### src/rtl/clk_trig_decoder.sv
// Receive stage for the duty-cycle clock/trigger link: recovers a frame strobe and trigger bit from line_in.
// Define CTD_ERRCNT_EN to add the err_clr input and the saturating 16-bit err_count output.
module clk_trig_decoder #(
    parameter int unsigned PERIOD     = 4,
    parameter int unsigned TOL        = 1,
    parameter int unsigned LOCK_COUNT = 8,
    parameter int unsigned LOS_CYCLES = 16,
    parameter int unsigned CNT_W      = 8
) (
    input  logic        fastclk,
    input  logic        reset,
    input  logic        line_in,
`ifdef CTD_ERRCNT_EN
    input  logic        err_clr,
    output logic [15:0] err_count,
`endif
    output logic        frame_stb,
    output logic        trig_out,
    output logic        trig_level,
    output logic        locked,
    output logic        period_err
);

    localparam int unsigned GW = $clog2(LOCK_COUNT + 1);

    localparam logic [CNT_W-1:0] CNT_MAX = '1;
    localparam logic [CNT_W-1:0] CNT_ONE = CNT_W'(1);
    localparam logic [CNT_W-1:0] P_MIN   = CNT_W'(PERIOD - TOL);
    localparam logic [CNT_W-1:0] P_MAX   = CNT_W'(PERIOD + TOL);
    localparam logic [CNT_W-1:0] LOS_VAL = CNT_W'(LOS_CYCLES);
    localparam logic [GW-1:0]    G_ONE   = GW'(1);
    localparam logic [GW-1:0]    G_LAST  = GW'(LOCK_COUNT);

    typedef enum logic [1:0] {
        UNLOCKED,
        ACQUIRE,
        LOCKED
    } state_t;

    logic             s1_q, s1_d;
    logic             s2_q, s2_d;
    logic             d_prev_q, d_prev_d;
    logic [CNT_W-1:0] per_cnt_q, per_cnt_d;
    logic [CNT_W-1:0] hi_cnt_q, hi_cnt_d;
    state_t           state_q, state_d;
    logic [GW-1:0]    good_cnt_q, good_cnt_d;
    logic             frame_stb_q, frame_stb_d;
    logic             trig_out_q, trig_out_d;
    logic             trig_level_q, trig_level_d;
    logic             locked_q, locked_d;
    logic             period_err_q, period_err_d;

    logic rise, good, bit_dec, los;

    always_comb begin
        s1_d     = line_in;
        s2_d     = s1_q;
        d_prev_d = s2_q;

        rise    = s2_q & ~d_prev_q;
        good    = (per_cnt_q >= P_MIN) && (per_cnt_q <= P_MAX);
        // Duty below 50% decodes as 1; exactly 50% decodes as 0.
        bit_dec = ({hi_cnt_q, 1'b0} < {1'b0, per_cnt_q});
        los     = !rise && (state_q != UNLOCKED) && (per_cnt_q == LOS_VAL);

        if (rise) begin
            per_cnt_d = CNT_ONE;
            hi_cnt_d  = CNT_ONE;
        end else begin
            per_cnt_d = (per_cnt_q == CNT_MAX) ? per_cnt_q : per_cnt_q + CNT_ONE;
            hi_cnt_d  = (s2_q && (hi_cnt_q != CNT_MAX)) ? hi_cnt_q + CNT_ONE : hi_cnt_q;
        end

        state_d      = state_q;
        good_cnt_d   = good_cnt_q;
        frame_stb_d  = 1'b0;
        trig_out_d   = 1'b0;
        trig_level_d = trig_level_q;
        period_err_d = 1'b0;

        case (state_q)
            UNLOCKED: begin
                if (rise) begin
                    state_d    = ACQUIRE;
                    good_cnt_d = '0;
                end
            end
            ACQUIRE: begin
                if (rise) begin
                    if (good) begin
                        good_cnt_d = good_cnt_q + G_ONE;
                        if (good_cnt_d == G_LAST) begin
                            state_d = LOCKED;
                        end
                    end else begin
                        good_cnt_d   = '0;
                        period_err_d = 1'b1;
                    end
                end
            end
            LOCKED: begin
                if (rise) begin
                    if (good) begin
                        frame_stb_d  = 1'b1;
                        trig_out_d   = bit_dec;
                        trig_level_d = bit_dec;
                    end else begin
                        state_d      = ACQUIRE;
                        good_cnt_d   = '0;
                        period_err_d = 1'b1;
                    end
                end
            end
            default: begin
                state_d = UNLOCKED;
            end
        endcase

        // Loss of signal overrides the state decision; a rise on this edge already suppressed it.
        if (los) begin
            state_d      = UNLOCKED;
            period_err_d = 1'b1;
            trig_level_d = 1'b0;
        end

        locked_d = (state_d == LOCKED);
    end

    always_ff @(posedge fastclk or posedge reset) begin
        if (reset) begin
            s1_q         <= 1'b0;
            s2_q         <= 1'b0;
            d_prev_q     <= 1'b0;
            per_cnt_q    <= '0;
            hi_cnt_q     <= '0;
            state_q      <= UNLOCKED;
            good_cnt_q   <= '0;
            frame_stb_q  <= 1'b0;
            trig_out_q   <= 1'b0;
            trig_level_q <= 1'b0;
            locked_q     <= 1'b0;
            period_err_q <= 1'b0;
        end else begin
            s1_q         <= s1_d;
            s2_q         <= s2_d;
            d_prev_q     <= d_prev_d;
            per_cnt_q    <= per_cnt_d;
            hi_cnt_q     <= hi_cnt_d;
            state_q      <= state_d;
            good_cnt_q   <= good_cnt_d;
            frame_stb_q  <= frame_stb_d;
            trig_out_q   <= trig_out_d;
            trig_level_q <= trig_level_d;
            locked_q     <= locked_d;
            period_err_q <= period_err_d;
        end
    end

    assign frame_stb  = frame_stb_q;
    assign trig_out   = trig_out_q;
    assign trig_level = trig_level_q;
    assign locked     = locked_q;
    assign period_err = period_err_q;

`ifdef CTD_ERRCNT_EN
    logic [15:0] err_count_q, err_count_d;

    // Counts on the same edge the period_err pulse is registered.
    always_comb begin
        err_count_d = err_count_q;
        if (err_clr) begin
            err_count_d = '0;
        end else if (period_err_d && (err_count_q != 16'hFFFF)) begin
            err_count_d = err_count_q + 16'd1;
        end
    end

    always_ff @(posedge fastclk or posedge reset) begin
        if (reset) begin
            err_count_q <= '0;
        end else begin
            err_count_q <= err_count_d;
        end
    end

    assign err_count = err_count_q;
`endif

endmodule

### config.mk
export PLATFORM = sky130hd
export DESIGN_NAME = clk_trig_decoder
export DESIGN_NICKNAME = d
export VERILOG_FILES = /design/src/rtl/clk_trig_decoder.sv
export SDC_FILE = /design/constraint.sdc
export NUM_CORES = 1
export LEC_CHECK = 0
export BUFFER_PORTS_ARGS = -buffer_cell sky130_fd_sc_hd__buf_4
export CAP_MARGIN = 5
export CORE_UTILIZATION = 57
export DETAILED_ROUTE_END_ITERATION = 10
export PLACE_DENSITY = 0.85
export SETUP_SLACK_MARGIN = 0.4
export SLEW_MARGIN = 5
export SYNTH_ARGS = -nofsm -noshare
export SYNTH_HDL_FRONTEND = slang
export SYNTH_SLANG_ARGS = --single-unit
export TNS_END_PERCENT = 5
### constraint.sdc
create_clock -name fastclk -period 4.5 [get_ports fastclk]
set_input_delay 0.9 -clock fastclk [delete_from_list [all_inputs] [get_ports fastclk]]
set_output_delay 0.9 -clock fastclk [all_outputs]
set_load 0.005 [all_outputs]
==> results.toml <==
[outcome]
status = "complete, no violations"

[synthesis]
synth_warnings = 0
synth-compound-area-share_pct = 14.4
ys_seq_area_share_pct = 39.7
synth-xor-area-share_pct = 3.71
ys_async_sr_fraction_pct = 100
synthCells = 190
synth_edf_count = 0
synth-simple-area-share_pct = 23.8
yosys_most_used_dff = "dfrtp_1"
syn_avg_cell_area_sq_um = 9.95
synth_area_sq_um = 1890
synthMuxAreaShare_pct = 2.38
syn_nets = 211
synth_top_family_by_area = "simple AND/OR/NAND/NOR gates"
synth.distinct_cells = 51
synth_adder_area_share_pct = 11.9
ys_ff_latch = 30

[sta]
max_clock_freq_ghz = 0.462
setup_viol = 0
skew_ns = 0.00828
slew_violations = 0
final.period_utilization_pct = 48.1
final_hold_viol_count = 0
rsz0062_at_grt = "false"
worst_pin_slew_ns = 1.10
slew_headroom_pct = 26.4
fin_tns_setup_ns = 0
fin_crit_ns = 2.16

[place]
hpwl_um = 2790
port-buffer-count = 7
place_congestion = 0.879

[clock_tree]
clk_pin_slew_ns = 0.09
ctsHtreeMaxLevel = 2
cts_setup_buffers = 0
hold_buffers = 0
ctsRootBufferMaster = "clkbuf_4"
cts_tree = "done"
cts_num_sinks = 30
cts-buffers-inserted = 5
cts_resized = 0
cts_buffer_depth = 2
clock_latency_ns = 0.34

[floorplan]
initial_utilization_pct = 60.9
die-area_sq_um = 3550
chipHeight_um = 59.6
placeableCoreArea_sq_um = 3100
row_count = 20
num_io_pins = 8
die_width_um = 59.6

[routing]
route.met3.wl_um = 111
drt-met1-wl_um = 1670
first_iter_violations = 88
dr.pass1.iters = 4
antenna_left = 0
wl_met2_um = 1930
vias = 1453
wire_per_inst_um = 15.5
wl_um = 3780
drc = 0
highest_layer = "met4"
vias_per_cell = 5.95

[setup_path]
critPathBufInv = 1
required_ns = 4.72
slowest_stage = "nor4b_4"
cp_top_family = "simple AND/OR/NAND/NOR gates"
slowest_delay_ns = 0.68
worst_ep_arrival_time_ns = 2.39
worstSetupPathType = "register to register"
end_kind = "register"
path_cells = "inv_1 > ha_1 > nor3b_2 > nor4b_4 > o31ai_2 > mux2_4"
start_kind = "register"
cp_max_fo = 14

[finish]
n_fill_cell = 266
final_common_cell = "dfrtp_1"
postLayoutCoreUtil_pct = 65.4
multi_input_area_sq_um = 1060
mostFrequentLayoutCells = "dfrtp_1 (30), nor2_1 (20), ha_1 (18), inv_1 (13), nand2_1 (11)"
diodes = 0
nNetsFinal = 220
seq_area_sq_um = 751
syn2layout_area_growth_pct = 7.35
drive_gt1_share_pct = 12.0

[grt]
antenna_found_initial = 0
grt_usage_pct = 26.0
grt_pass1_vias = 1466
grt_first_pass_wirelength_um = 6640
grt_max_degree = 31
grt-ovfl-total = 0

[power_and_ir_drop]
leakage_nw = 0.923
powerDensity_nw_per_um2 = 411
ir_drop_uv = 291

[run]
maxCapViolCount = 0

[hold_path]
hold_path_class = "register to register"
cell type report:
type                       count  area share [%]
timing repair buffer           7            2.59
tap                           44            2.71
inverter                      13            2.40
multi-input combinational    142            52.3
clock buffer                   7            2.71
clock inverter                 1           0.247
sequential                    30            37.0
kinds of logic after synthesis:
group / after synthesis
adders and majority gates: 18
xor gates and xnor gates: 8
buffers and inverters: 18
DFF: 30
and+or+nand+nor: 73
muxes: 4
AOI/OAI and AO/OA: 39
path summary, 6_finish.rpt:
path	startpoint	endpoint	slack, ns	cells past startpoint
max	per_cnt_q[1]$_DFFE_PP0P_	good_cnt_q[1]$_DFFE_PP0P_	2.34	6
min	s1_q$_DFF_PP0_	d_prev_d$_DFF_PP0_	0.36	0
max reg2reg	per_cnt_q[1]$_DFFE_PP0P_	good_cnt_q[1]$_DFFE_PP0P_	2.34	6
min reg2reg	s1_q$_DFF_PP0_	d_prev_d$_DFF_PP0_	0.36	0
max in group asynchronous	reset	hi_cnt_q[0]$_DFFE_PP0P_	3.00	2
min in group asynchronous	reset	trig_out$_DFF_PP0_	0.84	2
metal layers:
metal,up-vias,GRT usage [%]
li1,715,-
met1,708,30.8
met2,23,44.0
met3,7,8.08
met4,0,9.97
met5,-,0
metrics by stage:
step	power [mW]	hold WS [ns]	instances	setup WS, ns	instance area (sq um)
2_1_floorplan	0.607	0.331	190	2.70	1890
3_3_place_gp	0.643	0.340	236	2.53	1970
3_5_place_dp	0.667	0.341	236	2.39	1970
4_1_cts	0.834	0.366	244	2.36	2030
5_1_grt	0.899	0.369	244	2.18	2030
6_report	0.834	0.359	244	2.34	2030
sequential cells by signal, summed over array words and instances, names as in the netlist, 2 cells and up:
name        flops
hi_cnt_q        8
per_cnt_q       8
good_cnt_q      4
state_q         2
cell usage after synthesis (3+ instances only):
master     instances  area (sq um)
xor2_1             5          43.8
o21ai_0            7          35.0
nor2_1            20          75.1
and3_1             4          25.0
ha_1              18           225
nand2b_1           3          18.8
dfrtp_1           30           751
inv_1             13          48.8
nand2_1           11          41.3
nand4_1            7          43.8
mux2i_1            3          30.0
o211ai_1           4          30.0
xnor2_1            3          26.3
nand3_1            8          40.0
a21oi_1            5          25.0
o2111ai_1          3          26.3
where the power goes:
part           switching, mW  internal, mW  leakage (nW)
logic                  0.183         0.122         0.489
registers             0.0589         0.303         0.399
clock network         0.0916        0.0756        0.0353
total                  0.334         0.500         0.923
Note: power is estimated with default switching activity, not from simulation.
